==> config.mk <==
export PLATFORM = sky130hd
export DESIGN_NAME = vm_timeout_ctrl_flat
export DESIGN_NICKNAME = d
export VERILOG_FILES = /design/src/rtl/vm_timer_pkg.sv /design/src/rtl/vm_timeout_ctrl_if.sv /design/src/rtl/vm_tick_gen.sv /design/src/rtl/vm_timeout_ctrl.sv /design/src/flat_wrapper.sv
export SDC_FILE = /design/constraint.sdc
export NUM_CORES = 1
export LEC_CHECK = 0
export ABC_AREA = 1
export CORE_ASPECT_RATIO = 1.1
export CORE_MARGIN = 2
export CORE_UTILIZATION = 45
export DETAILED_ROUTE_END_ITERATION = 12
export PLACE_DENSITY = 0.67
export SLEW_MARGIN = 25
export SYNTH_ARGS = -nofsm -noshare
export SYNTH_HDL_FRONTEND = slang
export SYNTH_SLANG_ARGS = --single-unit
export TNS_END_PERCENT = 10
==> constraint.sdc <==
create_clock -name clk -period 2.91 [get_ports clk]
set_input_delay 0.582 -clock clk [delete_from_list [all_inputs] [get_ports clk]]
set_output_delay 0.582 -clock clk [all_outputs]
set_load 0.02 [all_outputs]
==> src/rtl/vm_timer_pkg.sv <==
// vm_timer_pkg: shared defaults, channel indices and channel state
// type for the vending-machine timeout controller.
package vm_timer_pkg;

   localparam int DEF_DIV         = 10_000_000;
   localparam int DEF_NCH         = 4;
   localparam int DEF_CW          = 8;
   localparam int DEF_BLINK_TICKS = 5;

   localparam int CH_DISPENSE = 0;
   localparam int CH_REFUND   = 1;
   localparam int CH_DISPLAY  = 2;
   localparam int CH_IDLE     = 3;

   typedef enum logic {
      IDLE = 1'b0,
      RUN  = 1'b1
   } ch_state_e;

endpackage

==> src/rtl/vm_timeout_ctrl_if.sv <==
// vm_timeout_ctrl_if: request/status bundle between the FSM blocks
// (master) and the timeout controller (slave).
// Ports: start, cancel, load_val, rd_sel (to ctrl); busy, expire,
// rd_val (from ctrl).
interface vm_timeout_ctrl_if #(
   parameter int NCH = 4,
   parameter int CW  = 8
);
   localparam int SW = (NCH > 1) ? $clog2(NCH) : 1;

   logic [NCH-1:0]    start;
   logic [NCH-1:0]    cancel;
   logic [NCH*CW-1:0] load_val;
   logic [NCH-1:0]    busy;
   logic [NCH-1:0]    expire;
   logic [SW-1:0]     rd_sel;
   logic [CW-1:0]     rd_val;

   modport master (
      output start, cancel, load_val, rd_sel,
      input  busy, expire, rd_val
   );

   modport slave (
      input  start, cancel, load_val, rd_sel,
      output busy, expire, rd_val
   );

endinterface

==> src/rtl/vm_tick_gen.sv <==
// vm_tick_gen: free-running prescaler producing a one-cycle tick every
// DIV clocks, plus a blink square wave toggling every BLINK_TICKS ticks.
// Ports: clk, clr (async, active-high) in; tick, blink out.
module vm_tick_gen
   import vm_timer_pkg::*;
#(
   parameter int DIV         = DEF_DIV,
   parameter int BLINK_TICKS = DEF_BLINK_TICKS
) (
   input  logic clk,
   input  logic clr,
   output logic tick,
   output logic blink
);

   localparam int PW = (DIV > 1) ? $clog2(DIV) : 1;
   localparam int BW = (BLINK_TICKS > 1) ? $clog2(BLINK_TICKS) : 1;

   logic [PW-1:0] pre_q, pre_d;
   logic [BW-1:0] bcnt_q, bcnt_d;
   logic          blink_q, blink_d;
   logic          tick_c;

   // Tick is decoded from the prescaler so it is 0 straight out of reset.
   assign tick_c = (pre_q == PW'(DIV - 1));

   always_comb begin
      pre_d   = tick_c ? '0 : pre_q + PW'(1);
      bcnt_d  = bcnt_q;
      blink_d = blink_q;
      if (tick_c) begin
         if (bcnt_q == BW'(BLINK_TICKS - 1)) begin
            bcnt_d  = '0;
            blink_d = ~blink_q;
         end else begin
            bcnt_d = bcnt_q + BW'(1);
         end
      end
   end

   always_ff @(posedge clk or posedge clr) begin
      if (clr) begin
         pre_q   <= '0;
         bcnt_q  <= '0;
         blink_q <= 1'b0;
      end else begin
         pre_q   <= pre_d;
         bcnt_q  <= bcnt_d;
         blink_q <= blink_d;
      end
   end

   assign tick  = tick_c;
   assign blink = blink_q;

endmodule

==> src/rtl/vm_timeout_ctrl.sv <==
// vm_timeout_ctrl: NCH independent countdown channels sharing one tick.
// Ports: clk, clr (async, active-high); bus (slave side of the request
// interface); tick, blink exported to other blocks.
module vm_timeout_ctrl
   import vm_timer_pkg::*;
#(
   parameter int DIV         = DEF_DIV,
   parameter int NCH         = DEF_NCH,
   parameter int CW          = DEF_CW,
   parameter int BLINK_TICKS = DEF_BLINK_TICKS
) (
   input  logic             clk,
   input  logic             clr,
   vm_timeout_ctrl_if.slave bus,
   output logic             tick,
   output logic             blink
);

   logic          tick_w;
   logic [CW-1:0] cnt [NCH];
   logic [NCH-1:0] busy_v;
   logic [NCH-1:0] expire_v;
   logic [CW-1:0] rd_val_c;

   vm_tick_gen #(
      .DIV         (DIV),
      .BLINK_TICKS (BLINK_TICKS)
   ) u_tick_gen (
      .clk   (clk),
      .clr   (clr),
      .tick  (tick_w),
      .blink (blink)
   );

   assign tick = tick_w;

   for (genvar i = 0; i < NCH; i++) begin : g_ch
      ch_state_e     state_q, state_d;
      logic [CW-1:0] cnt_q, cnt_d;
      logic          expire_q, expire_d;
      logic [CW-1:0] ld;

      assign ld = bus.load_val[i*CW +: CW];

      // cancel beats start beats tick; a start reload swallows a
      // coincident tick.
      always_comb begin
         state_d  = state_q;
         cnt_d    = cnt_q;
         expire_d = 1'b0;
         if (bus.cancel[i]) begin
            state_d = IDLE;
            cnt_d   = '0;
         end else if (bus.start[i]) begin
            if (ld == '0) begin
               state_d  = IDLE;
               cnt_d    = '0;
               expire_d = 1'b1;
            end else begin
               state_d = RUN;
               cnt_d   = ld;
            end
         end else if (state_q == RUN && tick_w) begin
            if (cnt_q == CW'(1)) begin
               state_d  = IDLE;
               cnt_d    = '0;
               expire_d = 1'b1;
            end else begin
               cnt_d = cnt_q - CW'(1);
            end
         end
      end

      always_ff @(posedge clk or posedge clr) begin
         if (clr) begin
            state_q  <= IDLE;
            cnt_q    <= '0;
            expire_q <= 1'b0;
         end else begin
            state_q  <= state_d;
            cnt_q    <= cnt_d;
            expire_q <= expire_d;
         end
      end

      assign busy_v[i]   = (state_q == RUN);
      assign expire_v[i] = expire_q;
      assign cnt[i]      = cnt_q;
   end

   // Unmatched selects fall through to 0.
   always_comb begin
      rd_val_c = '0;
      for (int i = 0; i < NCH; i++) begin
         if (int'(bus.rd_sel) == i) rd_val_c = cnt[i];
      end
   end

   assign bus.busy   = busy_v;
   assign bus.expire = expire_v;
   assign bus.rd_val = rd_val_c;

endmodule

==> src/flat_wrapper.sv <==
// flat-port wrapper written by rule: the top's interface ports become plain ports
module vm_timeout_ctrl_flat import vm_timer_pkg::*;
#(
   parameter int DIV         = DEF_DIV,
   parameter int NCH         = DEF_NCH,
   parameter int CW          = DEF_CW,
   parameter int BLINK_TICKS = DEF_BLINK_TICKS
)
  (clk, clr, tick, blink, bus_start, bus_cancel, bus_load_val, bus_rd_sel, bus_busy, bus_expire, bus_rd_val);
  vm_timeout_ctrl_if #(.NCH(NCH), .CW(CW)) bus_i ();
  input  logic clk;
  input  logic clr;
  output logic tick;
  output logic blink;
  input wire logic [$bits(bus_i.start)-1:0] bus_start;
  input wire logic [$bits(bus_i.cancel)-1:0] bus_cancel;
  input wire logic [$bits(bus_i.load_val)-1:0] bus_load_val;
  input wire logic [$bits(bus_i.rd_sel)-1:0] bus_rd_sel;
  output wire logic [$bits(bus_i.busy)-1:0] bus_busy;
  output wire logic [$bits(bus_i.expire)-1:0] bus_expire;
  output wire logic [$bits(bus_i.rd_val)-1:0] bus_rd_val;
  assign bus_i.start = bus_start;
  assign bus_i.cancel = bus_cancel;
  assign bus_i.load_val = bus_load_val;
  assign bus_i.rd_sel = bus_rd_sel;
  assign bus_busy = bus_i.busy;
  assign bus_expire = bus_i.expire;
  assign bus_rd_val = bus_i.rd_val;
  vm_timeout_ctrl #(.DIV(DIV), .NCH(NCH), .CW(CW), .BLINK_TICKS(BLINK_TICKS)) u_core (.clk(clk), .clr(clr), .bus(bus_i), .tick(tick), .blink(blink));
endmodule
==> metrics.txt, run 1 <==
layout cells sized above 1=8.73%; detailed router's first-iteration violation count=350; Critical Path End Type=output port; reg2reg setup slack=around 1.1 ns; worst hold slack=0.462 ns; Mapped Cells=~730; Synth Area per Inst=between 6 and 7 sq um; Fin Setup TNS=0 ns; diode count=0; Worst-path clk slew=roughly 0.06 ns; worst slew pin tran=between 0.6 and 0.7 ns; Syn Nets=about 780; Initial Utilization=a little under half; power per standard cell area=about 500 nW/um^2; max-cap violations=0; cts hold-fix bufs=0; Setup Skew=0.00582 ns; die width=around 100 microns; initial antenna violation count=0; final wirelength=roughly 13 mm; crit path DAT=2.11 ns; Pins Over Slew Limit=0; slew margin rel.=56.0%; fill cell count=between 1000 and 1500; vias post-DR=around 4900; # rows=40; vias per cell=5.18; CP Class=input pin to output port; register area share after synthesis=between 30 and 40%; All-Layer GR Usage=between 20% and 30%; fin area=~6000 sq um; fin crit share=92.4%; Worst-Skew Late Latency=approximately 0.32 ns; floorplan core area=about 11000 sq um; Residual DRC=0; Die Area=roughly 12000 sq um; Root Buffer=clkbuf_16; synthesized cell area=about 5000 sq um; Leakage=approximately 3.1 nW; gpl congestion=roughly 0.93; TritonRoute pass-1 iters=5; CP required=approximately 2.3 ns; leading cell type in the layout, fill and taps excluded=nand2_1; final hold viol count=0; hpwl dp=a little under 10 mm; crit path max fanout=4; Clock Sinks=slightly below 70; Async S/R FF share, synth=100%; EDFF count, synth=0; Total Power=between 0.002 and 0.003 W; H-tree level count=3; number of global-route vias before repair=roughly 4700; dominant synthesized flop cell=dfrtp_1; YS warnings=0; Ports=62; Die Ht=about 110 microns; largest net degree at the start of global routing=56; Num CTS Buffers=9; status=finished, final reports clean; global-route wire length before repair=between 20 and 25 mm; post-place instance area=roughly 5700 sq um; wire per inst=approximately 13 microns; Fmax=~370 MHz; clock buffer depth=2; Setup violations, final=0; remaining global-route overflow=0; Final min period=approximately 2.7 ns; # nets final=840; most frequent cells in the layout=nand2_1, inv_1, nor2_1; Detail Route Antenna Nets=0; RSZ-0062 raised after global routing=false; Worst VDD drop=between 0.3 and 0.4 mV; PortBufs=between 60 and 70; CTS tree=built; type of origin of the critical path=input pin; FF+latch count, synth=between 60 and 70; Worst Hold Class=flip-flop to flip-flop; Layout area overhead=21.8%; post-synth cell types=34
metal layers:
layer	vias up	wire [microns]	GRT usage (%)
li1	2455	-	-
met1	2252	5330	26.1
met2	126	6410	39.8
met5	-	0	0
met3	25	529	3.19
met4	0	235	7.57
final timing paths:
check	endpoint	cells after the start	from
max in group asynchronous	u_core.g_ch[0].cnt_q[3]	3	clr
worst max register to register	u_core.g_ch[2].cnt_q[1]	9	u_core.u_tick_gen.pre_q[21]
min in group asynchronous	u_core.u_tick_gen.pre_q[4]	2	clr
worst min register to register	u_core.u_tick_gen.blink	1	u_core.u_tick_gen.blink
worst max-delay path	bus_rd_val[3]	7	bus_rd_sel[1]
worst min-delay path	u_core.u_tick_gen.blink	1	u_core.u_tick_gen.blink
cells by family after synthesis:
family,share of synthesized area (%)
AOI/OAI and AO/OA,9.96
xor gates and xnor gates,3.35
adders and majority gates,2.77
buffers and inverters,9.84
DFF,34.2
and+or+nand+nor,39.9
where the power goes:
group          internal (W)  switching, W
clock network      0.000838      0.000404
logic              0.000260      0.000389
registers           0.00100     0.0000879
worst max-delay path, stage by stage:
cell,delay (ns)
clkdlybuf4s50_1,0.46
nor2_1,0.22
inv_1,0.12
o22ai_1,0.15
a21oi_1,0.06
o21ai_0,0.12
dlygate4sd2_1,0.38
flip-flops by register name, indices dropped and copies added (netlist names):
name,flops
u_core.g_ch.cnt_q,32
u_core.u_tick_gen.pre_q,24
u_core.g_ch.expire_q,4
u_core.g_ch.state_q,4
u_core.u_tick_gen.bcnt_q,3
u_core.u_tick_gen.blink,1
cells in the mapped netlist (8+ instances only):
cell type	n	share of area, %
clkbuf_1	10	0.75
inv_1	95	7.2
nand3_2	17	3.4
ha_1	11	2.8
nand2_1	181	14
xor2_1	15	2.6
nand4_1	19	2.4
buf_4	8	1.2
nor2_1	90	6.8
a21oi_1	36	3.6
nand3_1	79	8.0
o21ai_0	37	3.7
dfrtp_1	68	34
area by class of cell:
cell class / count / area [sq um] / area share [%]
Sequential cell: 68 / 1700 / 28.1
Clock buffer: 10 / 229 / 3.78
Clock inverter: 6 / 111 / 1.84
Timing Repair Buffer: 65 / 661 / 10.9
Tap cell: 147 / 184 / 3.04
Multi-Input combinational cell: 538 / 2780 / 45.9
Inverter: 103 / 387 / 6.39
per-stage QoR:
stage / setup slack, ns / utilization, % / cells
after floorplan: 0.616 / - / 728
after global placement: -0.00712 / 52.5 / 921
after detailed placement: -0.0408 / 52.5 / 921
after CTS: 0.0196 / 55.6 / 937
after global routing: 0.137 / 55.7 / 937
final: 0.222 / 55.7 / 937
timing repair:
item                                    4_1_cts  5_1_grt
buffers inserted                              0        0
gates resized for setup                       4        5
endpoints found under the setup margin        4        5
(Power assumes the default switching activity.)
==> run 2: changes to the inputs <==
- CORE_MARGIN: 2 -> 4
- SLEW_MARGIN: 25 -> not set
==> run 2 against run 1 <==
  * Global-route usage decreased by 1.4 points
  * Via count decreased by 0.70%
  * Fmax decreased by 4.4%
  * Flip-flop and latch count unchanged
  * Register-to-register slack about the same
  * Hold slack about the same
  * Critical path depth unchanged
  * Routed wire length decreased by 0.98%
  * Clock skew increased by 0.0018 ns
  * Sequential power about the same
==> metrics.txt, run 2 (synthesis results as in run 1) <==
status=finished, final reports clean; Num CTS Buffers=9; Die Area=between 10000 and 15000 sq um; Worst R2R Path Depth=9; Final min period=around 2.8 ns; leading cell type in the layout, fill and taps excluded=nand2_1; Critical Path End Type=output port; Setup violations, final=0; Largest delay share family, worst path=buffers and inverters; Root Buffer=clkbuf_16; sw power=0.000869 W; Total Power=about 0.0028 W; # rows=40; cell mode on critical path=clkdlybuf4s50_1; die width=108 microns; Initial Utilization=between 40% and 50%; initial antenna violation count=0; TritonRoute pass-1 iters=7; hold endpoint=u_core.u_tick_gen.blink; Worst VDD drop=0.343 mV; Setup Skew=around 0.0076 ns; final hold viol count=0; vias post-DR=between 4000 and 5000; reg2reg end=u_core.g_ch[2].cnt_q[1]; Ports=62; most frequent cells in the layout=nand2_1, inv_1, nor2_1; Worst-Skew Late Latency=roughly 0.34 ns; fin area=5990 sq um; number of global-route vias before repair=~4800; Buf/Inv on CP=4; total setup buffers inserted after CTS=0; Clock Sinks=just under 70; detailed router's first-iteration violation count=288; crit path max fanout=8; Internal Power=0.00192 W; Largest regs=u_core.g_ch.cnt_q (32), u_core.u_tick_gen.pre_q (24); crit path DAT=~2.2 ns; vias per cell=between 5 and 6; CP Class=input pin to output port; worst slew pin tran=~0.71 ns; type of origin of the critical path=input pin; hold depth=1; largest net degree at the start of global routing=60; post-place instance area=between 5000 and 6000 sq um; remaining global-route overflow=0; Fmax=about 360 MHz; RR Startpoint=u_core.u_tick_gen.pre_q[0]; Residual DRC=0; power per standard cell area=roughly 470 nW/um^2; Layout area overhead=20.4%; Combinational Power Share=23.1%; H-tree level count=3; CTS tree=built; All-Layer GR Usage=roughly a fifth; hold path start=u_core.u_tick_gen.blink; final wirelength=12.4 mm; critical path's slowest cell=clkdlybuf4s50_1; cts hold-fix bufs=0; Clock power frac=a little under two fifths; CP required=2.33 ns; diode count=0; Leakage=3.00 nW; floorplan core area=10900 sq um; fin crit share=~97%; Die Ht=about 120 microns; Worst Hold Class=flip-flop to flip-flop; Largest register FFs=32; layout cells sized above 1=8.49%; PortBufs=61; slew margin rel.=52.6%; Pins Over Slew Limit=0; CP Cell Sequence=clkdlybuf4s50_1 > inv_1 > nor2_1 > buf_4 > nand2_1 > o2111ai_1 > clkdlybuf4s50_1; Worst-path clk slew=about 0.05 ns; crit-path max cell delay=approximately 0.64 ns; reg2reg setup slack=between 1 and 1.5 ns; RSZ-0062 raised after global routing=false; gpl congestion=0.892; hpwl dp=9.53 mm; sequential share of power=~39%; max-cap violations=0; clock buffer depth=2; wire per inst=approximately 13 microns; global-route wire length before repair=~21 mm; sw frac=31.1%; Detail Route Antenna Nets=0; register name with the most flops=u_core.g_ch.cnt_q; # nets final=839
## run 2: cell types whose count changed in the layout (fill, tap and decap cells not counted), sizes merged
cell           before  now
clkdlybuf4s50      52   53
buf                 4    3
bufinv              3    1
clkbuf             10   11
clkinv              2    4
dlygate4sd2         4    5
inv               103  102
dlymetal6s2s        5    3
## run 2: layout make-up
class / instances / area (sq um)
well taps: 147 / 184
inverters: 103 / 387
clock buffers: 11 / 233
clock inverters: 5 / 52.6
multi-input cells: 538 / 2780
repair buffers: 64 / 647
flip-flops and latches: 68 / 1700
fillers: 1067 / 4870
## run 2: worst max-delay path by stage
stage | cells past startpoint | from | slack (ns) | to
after floorplan | 1 | clr | 0.62 | u_core.g_ch[0].cnt_q[0]
after global placement | 7 | bus_rd_sel[0] | -0.08 | bus_rd_val[4]
after detailed placement | 7 | bus_rd_sel[0] | -0.12 | bus_rd_val[4]
after CTS | 8 | u_core.u_tick_gen.pre_q[0] | 0.01 | tick
after global routing | 7 | bus_rd_sel[1] | 0.005 | bus_rd_val[3]
final | 7 | bus_rd_sel[1] | 0.1 | bus_rd_val[0]
## run 2: what timing repair did
action,in CTS,in global routing
resized for setup,5,3
endpoints found under the setup margin,5,3
pin swaps,0,0
## run 2: power groups by stage
stage	Sequential, W	Combinational, W	Clock (W)
2_1_floorplan	0.00108	0.000452	0
3_3_place_gp	0.00110	0.000634	0
3_5_place_dp	0.00110	0.000648	0
4_1_cts	0.00109	0.000645	0.00109
5_1_grt	0.00110	0.000727	0.00113
6_report	0.00109	0.000644	0.00106
## run 2: per-layer routing
metal  share of wire (%)  vias up  global-route usage [%]
met3                 5.0       28                    5.46
met1                  41     2253                    23.0
met4                 2.1        0                    8.21
li1                    -     2448                       -
met2                  52       95                    35.7
met5                   0        -                       0
## run 2: per-stage QoR
step	hold WS (ns)	utilization [%]	TNS [ns]	cells	worst slack [ns]
2_1_floorplan	0.433	-	0	728	0.616
3_3_place_gp	0.445	52.5	-0.255	920	-0.0841
3_5_place_dp	0.459	52.5	-0.407	920	-0.119
4_1_cts	0.468	55.0	0	936	0.00991
5_1_grt	0.485	55.1	0	936	0.00496
6_report	0.462	55.1	0	936	0.0998
## run 2: worst register-to-register path: stages (launching register included)
cell,delay (ns)
dfrtp_1,0.37
ha_1,0.19
nand2_1,0.09
nor2_1,0.12
nand2_2,0.13
nor2_8,0.26
nand3_4,0.18
nand2_4,0.17
nand2_1,0.07
o21ai_0,0.11
==> RTL change 1 (settings of run 2) <==
Set the package constant `DEF_CW` to 16 (it was 8).
--- a/src/rtl/vm_timer_pkg.sv
+++ b/src/rtl/vm_timer_pkg.sv
@@ -4,7 +4,7 @@
 
    localparam int DEF_DIV         = 10_000_000;
    localparam int DEF_NCH         = 4;
-   localparam int DEF_CW          = 8;
+   localparam int DEF_CW          = 16;
    localparam int DEF_BLINK_TICKS = 5;
 
    localparam int CH_DISPENSE = 0;
Ports: changed (resized bus_load_val and bus_rd_val); port bits go from 62 to 102. No check against the original RTL was run, so the function may have changed too.
==> RTL change 1 against run 2 <==
Largest power group unchanged; clock skew up 4.9 ps; register-to-register slack lost 390 ps; clock power increased by 21%; sequential cell count grew 32; sequential power is 50% higher; design area up 53%; area after synthesis is 53% higher; total power increased by 49%; routed wire length up 88%; setup slack worse by 4.2 ps.
==> RTL change 1: results (changes against run 2) <==
| Metric | Value |
|---|---|
| Status | finished, final reports clean (unchanged) |
| Seq_cells | 100 (was 68) |
| Synth Net Count | 1300 (was 783) |
| Later-pin clock latency in the skew report | 360 ps (was 340 ps) |
| Top cells by count, synth | 423 x nand2_1, 188 x nor2_1, 127 x inv_1 (was 181 x nand2_1, 95 x inv_1, 90 x nor2_1) |
| Avg WL per Cell | 15.25 um (was 13.23 um) |
| Fillcell total | 1661 (was 1067) |
| Clk slew on worst S/H paths | 70 ps (was 50 ps) |
| Dpl hpwl | 18460 um (was 9527 um) |
| Avg Cell Area, Syn | 6.266 um2 (was 6.830 um2) |
| Inverter count | 138 (was 103) |
| First-pass GRT wire length | 37450 um (was 21060 um) |
| Crit-path max cell delay | 580 ps (was 640 ps) |
| Met1 Use GR | 31.08% (was 23.01%) |
| WHS | 460.0 ps (was 462.3 ps) |
| Reg2reg end | u_core.g_ch[1].cnt_q[15] (was u_core.g_ch[2].cnt_q[1]) |
| Leakage | 4.757 nW (was 3.002 nW) |
| R2R Setup Slk | 740 ps (was 1130 ps) |
| Non-clk buf share | 12.36% (was 10.81%) |
| Share of layout cells above drive strength 1 | 5.455% (was 8.492%) |
| Met2 routed WL | 10930 um (was 6428 um) |
| Routed wire length | 23240 um (was 12380 um) |
| Pre-CTS WS | -143.2 ps (was -118.7 ps) |
| Met3 Usage GRT | 4.036% (was 5.461%) |
| Post-Synth XOR/XNOR Area | 4.379% (was 3.347%) |
| Comb_multi_in | 947 (was 538) |
| Post-cts gate resize count | 17 (was 5) |
| Maximum VDD drop | 0.0003196 V (was 0.0003426 V) |
| Sequential-to-total area share from yosys stat | 32.92% (was 34.22%) |
| WHS Endpoint | u_core.u_tick_gen.pre_q[0] (was u_core.u_tick_gen.blink) |
| Fraction of area in multi-input gates | 48.32% (was 46.47%) |
| Drt via density | 5.251 (was 5.154) |
| Placed insts | 1508 (was 920) |
| Placed Area | 8851 um2 (was 5699 um2) |
| Compound-Gate Fraction of Synth Area | 7.638% (was 9.965%) |
| Number of global-route vias before repair | 7534 (was 4805) |
| Largest net degree at the start of global routing | 56 (was 60) |
| Main area contributors after synthesis | dfrtp_1 33%, nand2_1 21%, nor2_1 9.3%, nand3_1 7.6%, inv_1 6.3% (was dfrtp_1 34%, nand2_1 14%, nand3_1 8.0%, inv_1 7.2%, nor2_1 6.8%) |
| Period utilization | 96.71% (was 96.57%) |
| DR iter-0 viols | 565 (was 288) |
| Die width | 131.9 um (was 108.2 um) |
| Met1 WL | 10260 um (was 5079 um) |
| Final Net Count | 1402 (was 839) |
| Reg area | 2502 um2 (was 1702 um2) |
| All-Layer GR Usage | 24.48% (was 20.31%) |
| Clock skew | 12.47 ps (was 7.583 ps) |
| Buffers, non-clock | 119 (was 64) |
| Met2 Usage GRT | 41.87% (was 35.69%) |
| First-pass detailed-route iteration total | 5 (was 7) |
RTL change 1: changes by cell type in the layout (fill, tap and decap cells not counted), moves of 7 or more:
cell,before,now
nor2_1,90,188
nand2_1,181,423
inv_1,94,126
dfrtp_1,68,100
a21oi_1,36,28
o21ai_1,4,11
clkdlybuf4s50_1,53,84
o22ai_1,4,11
buf_4,2,22
xor2_1,15,31
nand4_1,19,33
nand3_1,79,116
nand3_2,17,4
nor3_1,4,12
RTL change 1: where the power goes:
group	total (W)	internal (W)	switching [W]
clock network	0.00128	0.000717	0.000568
logic	0.00123	0.000463	0.000768
registers	0.00163	0.00148	0.000149
RTL change 1: worst max path at each step:
stage,from,endpoint,cells past startpoint
after global routing,bus_rd_sel[0],bus_rd_val[0],8
after global placement,bus_rd_sel[0],bus_rd_val[9],7
after detailed placement,bus_rd_sel[0],bus_rd_val[3],8
after CTS,bus_rd_sel[1],bus_rd_val[5],8
after floorplan,bus_rd_sel[0],bus_rd_val[10],5
final,bus_rd_sel[0],bus_rd_val[0],8
